<file path="src/rtl/k_dsp_pkg.sv">
// Shared definitions for the K_ALU writeback path: bank encodings and writeback FSM states.
package k_dsp_pkg;

  localparam logic [1:0] K_BANK_R = 2'd0;
  localparam logic [1:0] K_BANK_G = 2'd1;
  localparam logic [1:0] K_BANK_B = 2'd2;
  localparam int         K_BANK_W = 2;

  typedef enum logic [1:0] {
    WB_IDLE  = 2'b00,
    WB_DRAIN = 2'b01,
    WB_STALL = 2'b10
  } wb_state_e;

  // A bank index is only meaningful when it addresses one of the populated banks.
  function automatic logic bank_valid(input logic [K_BANK_W-1:0] bank, input int banks);
    return (int'(bank) < banks);
  endfunction

endpackage

</file>
<file path="src/rtl/k_alu_writeback_queue_if.sv">
// ALU result handshake bus: the ALU is the master, the writeback queue is the slave.
interface k_alu_writeback_queue_if #(
  parameter int DATA_W = 32,
  parameter int ADDR_W = 8
);

  logic                              alu_valid;
  logic                              alu_ready;
  logic [DATA_W-1:0]                 alu_result;
  logic [ADDR_W-1:0]                 alu_addr;
  logic [k_dsp_pkg::K_BANK_W-1:0]    alu_bank;

  modport master (
    output alu_valid,
    output alu_result,
    output alu_addr,
    output alu_bank,
    input  alu_ready
  );

  modport slave (
    input  alu_valid,
    input  alu_result,
    input  alu_addr,
    input  alu_bank,
    output alu_ready
  );

endinterface

</file>
<file path="src/rtl/k_wb_fifo.sv">
// Small circular buffer holding packed writeback entries; full/empty derive from the entry count.
module k_wb_fifo #(
  parameter  int ENTRY_W = 42,
  parameter  int DEPTH   = 4,
  localparam int PTR_W   = $clog2(DEPTH),
  localparam int CNT_W   = $clog2(DEPTH + 1)
) (
  input  logic               clk,
  input  logic               reset,
  input  logic               flush_i,
  input  logic               push_i,
  input  logic               pop_i,
  input  logic [ENTRY_W-1:0] wdata_i,
  output logic [ENTRY_W-1:0] rdata_o,
  output logic [CNT_W-1:0]   count_o,
  output logic [CNT_W-1:0]   countNext_o,
  output logic               full_o,
  output logic               empty_o
);

  logic [ENTRY_W-1:0] mem_q [DEPTH];
  logic [PTR_W-1:0]   wrPtr_q, wrPtr_d;
  logic [PTR_W-1:0]   rdPtr_q, rdPtr_d;
  logic [CNT_W-1:0]   count_q, count_d;
  logic               pushEn, popEn;

  assign full_o      = (count_q == CNT_W'(DEPTH));
  assign empty_o     = (count_q == '0);
  assign pushEn      = push_i && !full_o && !flush_i;
  assign popEn       = pop_i && !empty_o && !flush_i;
  assign rdata_o     = mem_q[rdPtr_q];
  assign count_o     = count_q;
  assign countNext_o = count_d;

  // Pointer and count update; flush empties the queue and wins over any push or pop.
  always_comb begin
    wrPtr_d = wrPtr_q;
    rdPtr_d = rdPtr_q;
    count_d = count_q;
    if (flush_i) begin
      wrPtr_d = '0;
      rdPtr_d = '0;
      count_d = '0;
    end else begin
      if (pushEn) wrPtr_d = wrPtr_q + 1'b1;
      if (popEn)  rdPtr_d = rdPtr_q + 1'b1;
      if (pushEn && !popEn)      count_d = count_q + 1'b1;
      else if (popEn && !pushEn) count_d = count_q - 1'b1;
    end
  end

  // Control state register; storage contents are don't-care after reset.
  always_ff @(posedge clk or negedge reset) begin
    if (!reset) begin
      wrPtr_q <= '0;
      rdPtr_q <= '0;
      count_q <= '0;
    end else begin
      wrPtr_q <= wrPtr_d;
      rdPtr_q <= rdPtr_d;
      count_q <= count_d;
    end
  end

  // Entry storage, written at the tail on an accepted push.
  always_ff @(posedge clk) begin
    if (pushEn) mem_q[wrPtr_q] <= wdata_i;
  end

endmodule

</file>
<file path="src/rtl/k_alu_writeback_queue.sv">
// Writeback queue between K_ALU and K_wdataMemory: buffers results and drains them as write strobes.
module k_alu_writeback_queue
  import k_dsp_pkg::*;
#(
  parameter  int DATA_W = 32,
  parameter  int ADDR_W = 8,
  parameter  int DEPTH  = 4,
  parameter  int BANKS  = int'(K_BANK_B) + 1,
  localparam int CNT_W  = $clog2(DEPTH + 1)
) (
  input  logic                          clk,
  input  logic                          reset,
  input  logic                          flush,
  k_alu_writeback_queue_if.slave        alu,
  input  logic                          wmem_busy,
  output logic                          wmem_write_en,
  output logic [DATA_W-1:0]             wmem_write_data,
  output logic [ADDR_W-1:0]             wmem_address,
  output logic [K_BANK_W-1:0]           wmem_bank,
  output logic [CNT_W-1:0]              occupancy,
  output logic [1:0]                    wb_state,
  output logic                          bank_err,
  output logic [15:0]                   wr_count
);

  localparam int ENTRY_W = DATA_W + ADDR_W + K_BANK_W;

  logic [ENTRY_W-1:0]  head;
  logic [DATA_W-1:0]   headData;
  logic [ADDR_W-1:0]   headAddr;
  logic [K_BANK_W-1:0] headBank;
  logic [CNT_W-1:0]    count, countNext;
  logic                full, empty;
  logic                accept, badBank, push, pop;

  logic                writeEn_q, writeEn_d;
  logic [DATA_W-1:0]   data_q, data_d;
  logic [ADDR_W-1:0]   addr_q, addr_d;
  logic [K_BANK_W-1:0] bank_q, bank_d;
  logic                bankErr_q, bankErr_d;
  logic [15:0]         wrCount_q, wrCount_d;
  wb_state_e           state_q, state_d;

  assign alu.alu_ready = !full;
  assign accept        = alu.alu_valid && alu.alu_ready;
  assign badBank       = !bank_valid(alu.alu_bank, BANKS);
  assign push          = accept && !badBank;
  assign pop           = !empty && !wmem_busy && !flush;
  assign {headData, headAddr, headBank} = head;

  k_wb_fifo #(
    .ENTRY_W (ENTRY_W),
    .DEPTH   (DEPTH)
  ) u_fifo (
    .clk         (clk),
    .reset       (reset),
    .flush_i     (flush),
    .push_i      (push),
    .pop_i       (pop),
    .wdata_i     ({alu.alu_result, alu.alu_addr, alu.alu_bank}),
    .rdata_o     (head),
    .count_o     (count),
    .countNext_o (countNext),
    .full_o      (full),
    .empty_o     (empty)
  );

  // Output register next values: a pop loads the head and raises the strobe for exactly one cycle.
  always_comb begin
    writeEn_d = pop;
    data_d    = data_q;
    addr_d    = addr_q;
    bank_d    = bank_q;
    wrCount_d = wrCount_q;
    bankErr_d = bankErr_q | (accept && badBank && !flush);
    if (pop) begin
      data_d    = headData;
      addr_d    = headAddr;
      bank_d    = headBank;
      wrCount_d = wrCount_q + 16'd1;
    end
  end

  // Registered memory write port, sticky error flag and commit counter.
  always_ff @(posedge clk or negedge reset) begin
    if (!reset) begin
      writeEn_q <= 1'b0;
      data_q    <= '0;
      addr_q    <= '0;
      bank_q    <= '0;
      bankErr_q <= 1'b0;
      wrCount_q <= '0;
    end else begin
      writeEn_q <= writeEn_d;
      data_q    <= data_d;
      addr_q    <= addr_d;
      bank_q    <= bank_d;
      bankErr_q <= bankErr_d;
      wrCount_q <= wrCount_d;
    end
  end

  // FSM state register.
  always_ff @(posedge clk or negedge reset) begin
    if (!reset) state_q <= WB_IDLE;
    else        state_q <= state_d;
  end

  // Next state follows the post-edge fill level and the busy seen at this edge.
  always_comb begin
    state_d = WB_IDLE;
    if (flush)                state_d = WB_IDLE;
    else if (countNext == '0) state_d = WB_IDLE;
    else if (wmem_busy)       state_d = WB_STALL;
    else                      state_d = WB_DRAIN;
  end

  // FSM outputs: the state is reported directly.
  always_comb begin
    wb_state = state_q;
  end

  assign wmem_write_en   = writeEn_q;
  assign wmem_write_data = data_q;
  assign wmem_address    = addr_q;
  assign wmem_bank       = bank_q;
  assign occupancy       = count;
  assign bank_err        = bankErr_q;
  assign wr_count        = wrCount_q;

endmodule

</file>
<file path="src/flat_wrapper.sv">
// flat-port wrapper written by rule: the top's interface ports become plain ports
module k_alu_writeback_queue_flat import k_dsp_pkg::*;
#(
  parameter  int DATA_W = 32,
  parameter  int ADDR_W = 8,
  parameter  int DEPTH  = 4,
  parameter  int BANKS  = int'(K_BANK_B) + 1,
  localparam int CNT_W  = $clog2(DEPTH + 1)
)
  (clk, reset, flush, wmem_busy, wmem_write_en, wmem_write_data, wmem_address, wmem_bank, occupancy, wb_state, bank_err, wr_count, alu_alu_valid, alu_alu_result, alu_alu_addr, alu_alu_bank, alu_alu_ready);
  k_alu_writeback_queue_if #(.DATA_W(DATA_W), .ADDR_W(ADDR_W)) alu_i ();
  input  logic clk;
  input  logic reset;
  input  logic flush;
  input  logic wmem_busy;
  output logic wmem_write_en;
  output logic [DATA_W-1:0] wmem_write_data;
  output logic [ADDR_W-1:0] wmem_address;
  output logic [K_BANK_W-1:0] wmem_bank;
  output logic [CNT_W-1:0] occupancy;
  output logic [1:0] wb_state;
  output logic bank_err;
  output logic [15:0] wr_count;
  input wire logic [$bits(alu_i.alu_valid)-1:0] alu_alu_valid;
  input wire logic [$bits(alu_i.alu_result)-1:0] alu_alu_result;
  input wire logic [$bits(alu_i.alu_addr)-1:0] alu_alu_addr;
  input wire logic [$bits(alu_i.alu_bank)-1:0] alu_alu_bank;
  output wire logic [$bits(alu_i.alu_ready)-1:0] alu_alu_ready;
  assign alu_i.alu_valid = alu_alu_valid;
  assign alu_i.alu_result = alu_alu_result;
  assign alu_i.alu_addr = alu_alu_addr;
  assign alu_i.alu_bank = alu_alu_bank;
  assign alu_alu_ready = alu_i.alu_ready;
  k_alu_writeback_queue #(.DATA_W(DATA_W), .ADDR_W(ADDR_W), .DEPTH(DEPTH), .BANKS(BANKS)) u_core (.clk(clk), .reset(reset), .flush(flush), .alu(alu_i), .wmem_busy(wmem_busy), .wmem_write_en(wmem_write_en), .wmem_write_data(wmem_write_data), .wmem_address(wmem_address), .wmem_bank(wmem_bank), .occupancy(occupancy), .wb_state(wb_state), .bank_err(bank_err), .wr_count(wr_count));
endmodule
</file>
<file path="config.mk">
export PLATFORM = sky130hd
export DESIGN_NAME = k_alu_writeback_queue_flat
export DESIGN_NICKNAME = d
export VERILOG_FILES = /design/src/rtl/k_dsp_pkg.sv /design/src/rtl/k_alu_writeback_queue_if.sv /design/src/rtl/k_wb_fifo.sv /design/src/rtl/k_alu_writeback_queue.sv /design/src/flat_wrapper.sv
export SDC_FILE = /design/constraint.sdc
export NUM_CORES = 1
export LEC_CHECK = 0
export BUFFER_PORTS_ARGS = -buffer_cell sky130_fd_sc_hd__buf_2
export CORE_MARGIN = 2
export CORE_UTILIZATION = 52
export CTS_CLUSTER_SIZE = 25
export DETAILED_ROUTE_END_ITERATION = 16
export HOLD_SLACK_MARGIN = 0.05
export PLACE_DENSITY = 0.86
export SLEW_MARGIN = 20
export SYNTH_ARGS = -nofsm -noshare
export SYNTH_HDL_FRONTEND = slang
export SYNTH_SLANG_ARGS = --single-unit
</file>
<file path="constraint.sdc">
create_clock -name clk -period 2.35 [get_ports clk]
set_clock_uncertainty 0.15 [all_clocks]
set_input_delay 0.5875 -clock clk [delete_from_list [all_inputs] [get_ports clk]]
set_output_delay 0.5875 -clock clk [all_outputs]
set_load 0.01 [all_outputs]
</file>
==> summary.md, run 1 <==
| Metric | Value |
|---|---|
| DR WL/cell | 19.7 um |
| Area contributors post-synth | edfxtp_1 (56%), dfrtp_1 (19%), mux4_2 (10%), nand2_1 (5.9%), xnor2_1 (1.3%) |
| Synth Register Bits | 237 |
| Worst-path fanout max | 8 |
| Total Routing Usage GR | 0.200 |
| Sequential area share after synthesis | 0.746 |
| Fraction of layout cells with a size suffix above 1 | 0.323 |
| Slew Limit Fails | 0 |
| CTS tree | yes |
| Die extent in y | 136 um |
| Part of the cycle the worst path needs | 0.975 |
| VDD IR max | approximately 0.00076 V |
| P&R area growth vs syn | 20.2% |
| Adder-Cell Fraction of Synth Area | 0.0110 |
| Mean area per synthesized cell | roughly 17 sq um |
| XOR/XNOR Fraction of Synth Area | 0.0174 |
| Startpoint types | flop |
| RSZ-0062 raised after global routing | no |
| Clk root buf | clkbuf_16 |
| Outcome | finished clean |
| Post-route DRC | 0 |
| Deepest clock path buffer count | 3 |
| Synth top area share | 0.556 |
| Internal | 8.35 mW |
| Required time worst endpoint | 1.61 ns |
| DR pass1 iterations | 5 |
| # Max-Cap Violations | 0 |
| Vias/cell | 5.52 |
| Switching share of total power | 0.273 |
| Switch Pwr | 3.14 mW |
| Final setup vio count | 0 |
| Setup ws final | 0.0581 ns |
| Max Freq | around 0.44 GHz |
| DP Worst Slack | -0.0603 ns |
| Crit Path Class | flop to output pin |
| Main combinational cell family by area after synthesis | multiplexers |
| Total number of vias | around 5.1k |
| Fin. Hold Viols | 0 |
| Core Box Area | 17200 sq um |
| Total die area | 18500 sq um |
| Synth cell types | 40 |
| Combinational Power Share | 0.210 |
| Final min period | 2.29 ns |
| Gpl congestion | 0.863 |
| Seq pwr share | 0.465 |
| Synth Instances | 538 |
| Worst skew pair latency | 0.51 ns |
| HP Class | primary input to flop |
| Clock buffer count from CTS | 24 |
| Post-synth EDFFs | 168 |
| Final wirelength | roughly 18000 um |
| Post-Syn Area | 9070 sq um |
| CTS clk-pin slew, worst paths | 0.06 ns |
| ANT cells | 0 |
| Postcts setup bufs | 0 |
| GRT Residual Overflow | 0 |
| Area leader, netlist | edfxtp_1 |
| Final Total Pwr | 11.5 mW |
| Syn_nets | 593 |
| Antenna Violating Nets Remaining | 0 |
| Post-synthesis simple-gate area fraction | 0.0872 |
| Row count | 48 |
| FFs w/ async S/R, synth | 0.291 |
| Worst EP arrival | approximately 1.6 ns |
| Htree depth | 1 |
| Initial Util | 0.528 |
| Hpwl dp | 11300 um |
| First-pass GRT wire length | 28100 um |
| Layout net count | 727 |
| Worst slew pin tran | 0.472 ns |
| Leak | between 4 and 5 nW |
| Synth Area in Compound Gates | 0.0153 |
| Final TNS setup | 0 ns |
| Detailed Route Iter0 Violations | 328 |
| Post-synthesis mux area share | 0.105 |
| Die span in x | around 140 um |
| Number of global-route vias before repair | 5240 |
| Sinks on Clock Net | 237 |
| Setup crit end kind | output pin |
| PwrDens | between 1000 and 1500 nW/um^2 |
| I/O pin total | 113 |
| Share of total power in the clock network | 0.326 |
| Port bufs | about 110 |
| Largest net degree at the start of global routing | between 40 and 50 |
| Yosys Warn Count | 0 |
| Top cells by count, synth | edfxtp_1 (168), nand2_1 (143), dfrtp_1 (69), mux4_2 (42), xnor2_1 (13) |
| Most common cell in the synthesized netlist | edfxtp_1 |
| Slew HR | 0.685 |
| Initial antenna violation count | 1 |
| Synth Flop Type | edfxtp_1 |
area by class of cell:
type	instances	area [sq um]
Timing Repair Buffer	131	871
Clock inverter	13	151
Fill cell	1199	6270
Tap cell	225	282
Clock buffer	31	637
Inverter	8	31.3
Sequential cell	237	6780
Multi-Input combinational cell	270	2160
routing by layer:
layer,share of wire,wire length (um),global-route usage
met5,0,0,0
met4,0.025,456,0.0666
met3,0.062,1120,0.0358
met2,0.52,9360,0.348
met1,0.39,7090,0.257
power groups by stage:
| stage | clock (mW) | combinational [mW] | sequential (mW) |
|---|---|---|---|
| final | 3.74 | 2.41 | 5.34 |
| after detailed placement | 0 | 2.40 | 5.41 |
| after global routing | 3.99 | 2.63 | 5.38 |
| after global placement | 0 | 2.29 | 5.38 |
| after CTS | 3.82 | 2.44 | 5.33 |
| after floorplan | 0 | 1.35 | 5.51 |
what timing repair did:
item | in CTS | in global routing
hold endpoints to repair | 23 | 0
setup endpoints to repair | 2 | 3
resized for setup | 2 | 2
hold buffers | 1 | 0
stage by stage:
step | hold WS, ns | cells | instance area, sq um | utilization
after floorplan | 0.142 | 538 | 9080 | -
after detailed placement | 0.309 | 870 | 10100 | 0.588
final | 0.146 | 915 | 10900 | 0.635
after global routing | 0.121 | 915 | 10900 | 0.635
after CTS | 0.126 | 915 | 10900 | 0.635
after global placement | 0.301 | 870 | 10100 | 0.588
cells by family (layout without fill, tap and decap cells):
family | after synthesis | count (layout)
simple gates | 182 | 182
buf+inv | 31 | 183
flops | 237 | 237
xor+xnor | 18 | 18
mux | 43 | 43
fa+ha+maj | 8 | 8
compound gates | 19 | 19
registers in the layout (all words and copies together), names as in the netlist, 3 cells and up:
signal                  count
u_core.wmem_address         8
u_core.u_fifo.count_o       3
u_core.u_fifo.mem_q       168
u_core.wr_count            16
u_core.wmem_write_data     32
worst max-delay path: stages, from the launching register on:
cell and delay, ns:
dfrtp_1 0.43, inv_2 0.11, ha_4 0.18, nand2_1 0.14, buf_2 0.18
cell usage in the layout, fill, tap and decap left out, drive strengths merged, types with 5 or more instances in the layout:
master and n:
a21oi 6, and3 7, buf 130, clkbuf 31, clkinv 9, dfrtp 69, edfxtp 168, ha 8
inv 8, mux4 42, nand2 143, nand3 6, nor2 11, xnor2 13, xor2 5
final timing paths:
kind	endpoint	slack (ns)	cells after the start	from
max	alu_alu_ready	0.06	4	u_core.u_fifo.count_o[1]
min	u_core.u_fifo.mem_q[1][10]	0.15	1	alu_alu_result[0]
max reg2reg	u_core.wb_state[0]	0.10	7	u_core.u_fifo.count_o[1]
min reg2reg	u_core.wmem_address[5]	0.32	2	u_core.wmem_address[5]
max in group asynchronous	u_core.wmem_write_data[30]	1.07	3	reset
min in group asynchronous	u_core.wmem_write_data[13]	0.41	2	reset
(Power assumes the default switching activity.)
==> inputs of run 2 (changes only) <==
--- a/config.mk
+++ b/config.mk
@@ -7,11 +7,12 @@
 export LEC_CHECK = 0
 export BUFFER_PORTS_ARGS = -buffer_cell sky130_fd_sc_hd__buf_2
 export CORE_MARGIN = 2
-export CORE_UTILIZATION = 52
+export CORE_UTILIZATION = 54
+export CTS_BUF_LIST = sky130_fd_sc_hd__clkbuf_2 sky130_fd_sc_hd__clkbuf_4 sky130_fd_sc_hd__clkbuf_8
 export CTS_CLUSTER_SIZE = 25
 export DETAILED_ROUTE_END_ITERATION = 16
 export HOLD_SLACK_MARGIN = 0.05
-export PLACE_DENSITY = 0.86
+export PLACE_DENSITY = 0.78
 export SLEW_MARGIN = 20
 export SYNTH_ARGS = -nofsm -noshare
 export SYNTH_HDL_FRONTEND = slang
==> summary.md, run 2 (synthesis results as in run 1) <==
| Metric | Value |
|---|---|
| Critical path cell sequence | inv_2 > ha_4 > buf_4 > nand2_4 > buf_6 |
| DR WL/cell | 19.2 um (-2.7%) |
| VDD IR max | 0.000753 V (-0.59%) |
| First-pass GRT wire length | 28900 um (+2.8%) |
| Final core occ | 0.666 (+0.0313) |
| Port bufs | 112 (unchanged) |
| Dpl cells | 871 (+0.11%) |
| Cell Count, Final, Fillers Out | 947 (+3.5%) |
| Clk root buf | clkbuf_8 |
| PwrDens | 1030 nW/um^2 (-2.3%) |
| Row count | 47 (-2.1%) |
| Setup crit end kind | output pin |
| Total Routing Usage GR | 0.212 (+0.0115) |
| Most common cell after layout, fill and taps aside | edfxtp_1 |
| Hpwl dp | 11200 um (-0.37%) |
| Post-route DRC | 0 (unchanged) |
| Most frequent cells in the layout | edfxtp_1 (168), nand2_1 (142), buf_2 (110) |
| Biggest register | u_core.u_fifo.mem_q |
| Worst skew pair latency | 0.52 ns (about the same) |
| Max stage delay cell, worst path | dfrtp_1 |
| Worst-path fanout max | 6 (-2) |
| Required time worst endpoint | 1.61 ns (about the same) |
| Leak | 4.43 nW (+2.4%) |
| Final wirelength | 18200 um (+0.74%) |
| Part of the cycle the worst path needs | 0.951 (-0.0239) |
| DR pass1 iterations | 4 (-1) |
| Layout net count | 751 (+3.3%) |
| Worst EP arrival | 1.50 ns (-0.05 ns) |
| Clock buffer count from CTS | 39 (+63%) |
| I/O pin total | 113 (unchanged) |
| Flip-flop count of the largest register after layout | 168 (unchanged) |
| Total number of vias | 5055 (+0.059%) |
| Crit Path Class | flop to output pin |
| Htree depth | 2 (+1) |
| Fraction of layout cells with a size suffix above 1 | 0.366 (+0.0432) |
| Largest net degree at the start of global routing | 39 (-13%) |
| Final setup vio count | 0 (unchanged) |
| RSZ-0062 raised after global routing | no |
| # fillers | 1128 (-5.9%) |
| Fin. Hold Viols | 0 (unchanged) |
| Worst path top cell family by delay | flip-flops |
| Final TNS setup | 0 ns (unchanged) |
| Max Freq | 0.447 GHz (+2.5%) |
| Slew HR | 0.602 (-0.0832) |
| Startpoint types | flop |
| Slew Limit Fails | 0 (unchanged) |
| Final min period | 2.24 ns (-0.0561 ns) |
| Antenna Violating Nets Remaining | 0 (unchanged) |
| CTS clk-pin slew, worst paths | 0.06 ns (about the same) |
| Die extent in y | 134 um (-1.8%) |
| CP peak stage delay | 0.39 ns (-0.04 ns) |
| P&R area growth vs syn | 21.4% |
| Detailed Route Iter0 Violations | 272 (-17%) |
| HP Class | primary input to flop |
| # Max-Cap Violations | 0 (unchanged) |
| Initial Util | 0.549 (+0.0208) |
| CTS tree | yes |
| Vias/cell | 5.34 (-3.3%) |
| Deepest clock path buffer count | 3 (unchanged) |
| Outcome | finished clean |
| Number of global-route vias before repair | 5450 (+4.0%) |
| WP buf/inv | 3 (+1) |
| Total die area | 17900 sq um (-3.6%) |
| GRT Residual Overflow | 0 (unchanged) |
| Die span in x | 134 um (-1.8%) |
| Gpl congestion | 0.922 (+6.9%) |
| Sinks on Clock Net | 237 (unchanged) |
| Core Box Area | 16500 sq um (-3.8%) |
| Initial antenna violation count | 2 (+1) |
| Worst slew pin tran | 0.597 ns (+0.125 ns) |
-- run 2: cell count changes in the layout (fill, tap and decap cells not counted), sizes merged, moves of 3 or more --
cell,delta
clkinv,+5
buf,+9
clkbuf,+27
bufinv,-3
-- run 2: timing repair --
item                                    in CTS  in global routing
hold buffers                                 1                  0
endpoints found under the setup margin       1                  1
gates resized for setup                      4                  3
buffers inserted                             2                  1
hold endpoints to repair                    37                  0
-- run 2: path summary, 6_finish.rpt --
kind	startpoint	endpoint	slack (ns)	cells after the start
max	u_core.u_fifo.count_o[1]	alu_alu_ready	0.11	5
min	alu_alu_result[19]	u_core.u_fifo.mem_q[3][29]	0.13	1
max reg2reg	u_core.u_fifo.count_o[1]	u_core.wb_state[0]	0.30	8
min reg2reg	u_core.wmem_write_data[30]	u_core.wmem_write_data[30]	0.32	2
max in group asynchronous	reset	u_core.wmem_write_data[15]	0.98	3
min in group asynchronous	reset	u_core.wmem_write_data[1]	0.47	2
-- run 2: cell type report --
type | count | area, sq um | share of cell area
clock inverter | 13 | 58.8 | 0.00534
timing repair buffer | 140 | 982 | 0.0892
antenna | 1 | 2.50 | 0.000227
tap | 220 | 275 | 0.0250
sequential | 237 | 6780 | 0.615
inverter | 8 | 31.3 | 0.00284
multi-input combinational | 270 | 2170 | 0.197
clock buffer | 58 | 717 | 0.0651
-- run 2: through the flow --
stage,instance area (sq um),power (mW),hold WS [ns],worst slack (ns)
4_1_cts,11000,11.4,0.0951,0.0162
2_1_floorplan,9080,6.86,0.142,0.160
5_1_grt,11000,11.9,0.102,0.0199
6_report,11000,11.3,0.127,0.114
3_3_place_gp,10200,7.77,0.302,0.115
3_5_place_dp,10200,7.85,0.308,0.0482
-- run 2: power breakdown --
part           switching, mW  leakage, nW  internal (mW)
logic                   1.26         1.60           1.16
registers              0.380         2.40           5.01
clock network           1.56        0.422           1.96
-- run 2: metal layers --
metal / part of all wire / routed length [um] / vias up / global-route usage
met5: 0.00039 / 7 / - / 0
met4: 0.020 / 372 / 2 / 0.0650
met3: 0.072 / 1300 / 36 / 0.0563
met2: 0.50 / 9000 / 177 / 0.340
met1: 0.41 / 7480 / 2546 / 0.288
li1: - / - / 2294 / -
-- run 2: worst reg2reg max path: stages (launching register included) --
cell and delay [ns]:
dfrtp_1 0.39, inv_2 0.09, ha_4 0.14, buf_4 0.15
and3b_1 0.18, o211ai_1 0.15, o21ai_0 0.12, or3_1 0.44
a21oi_1 0.17
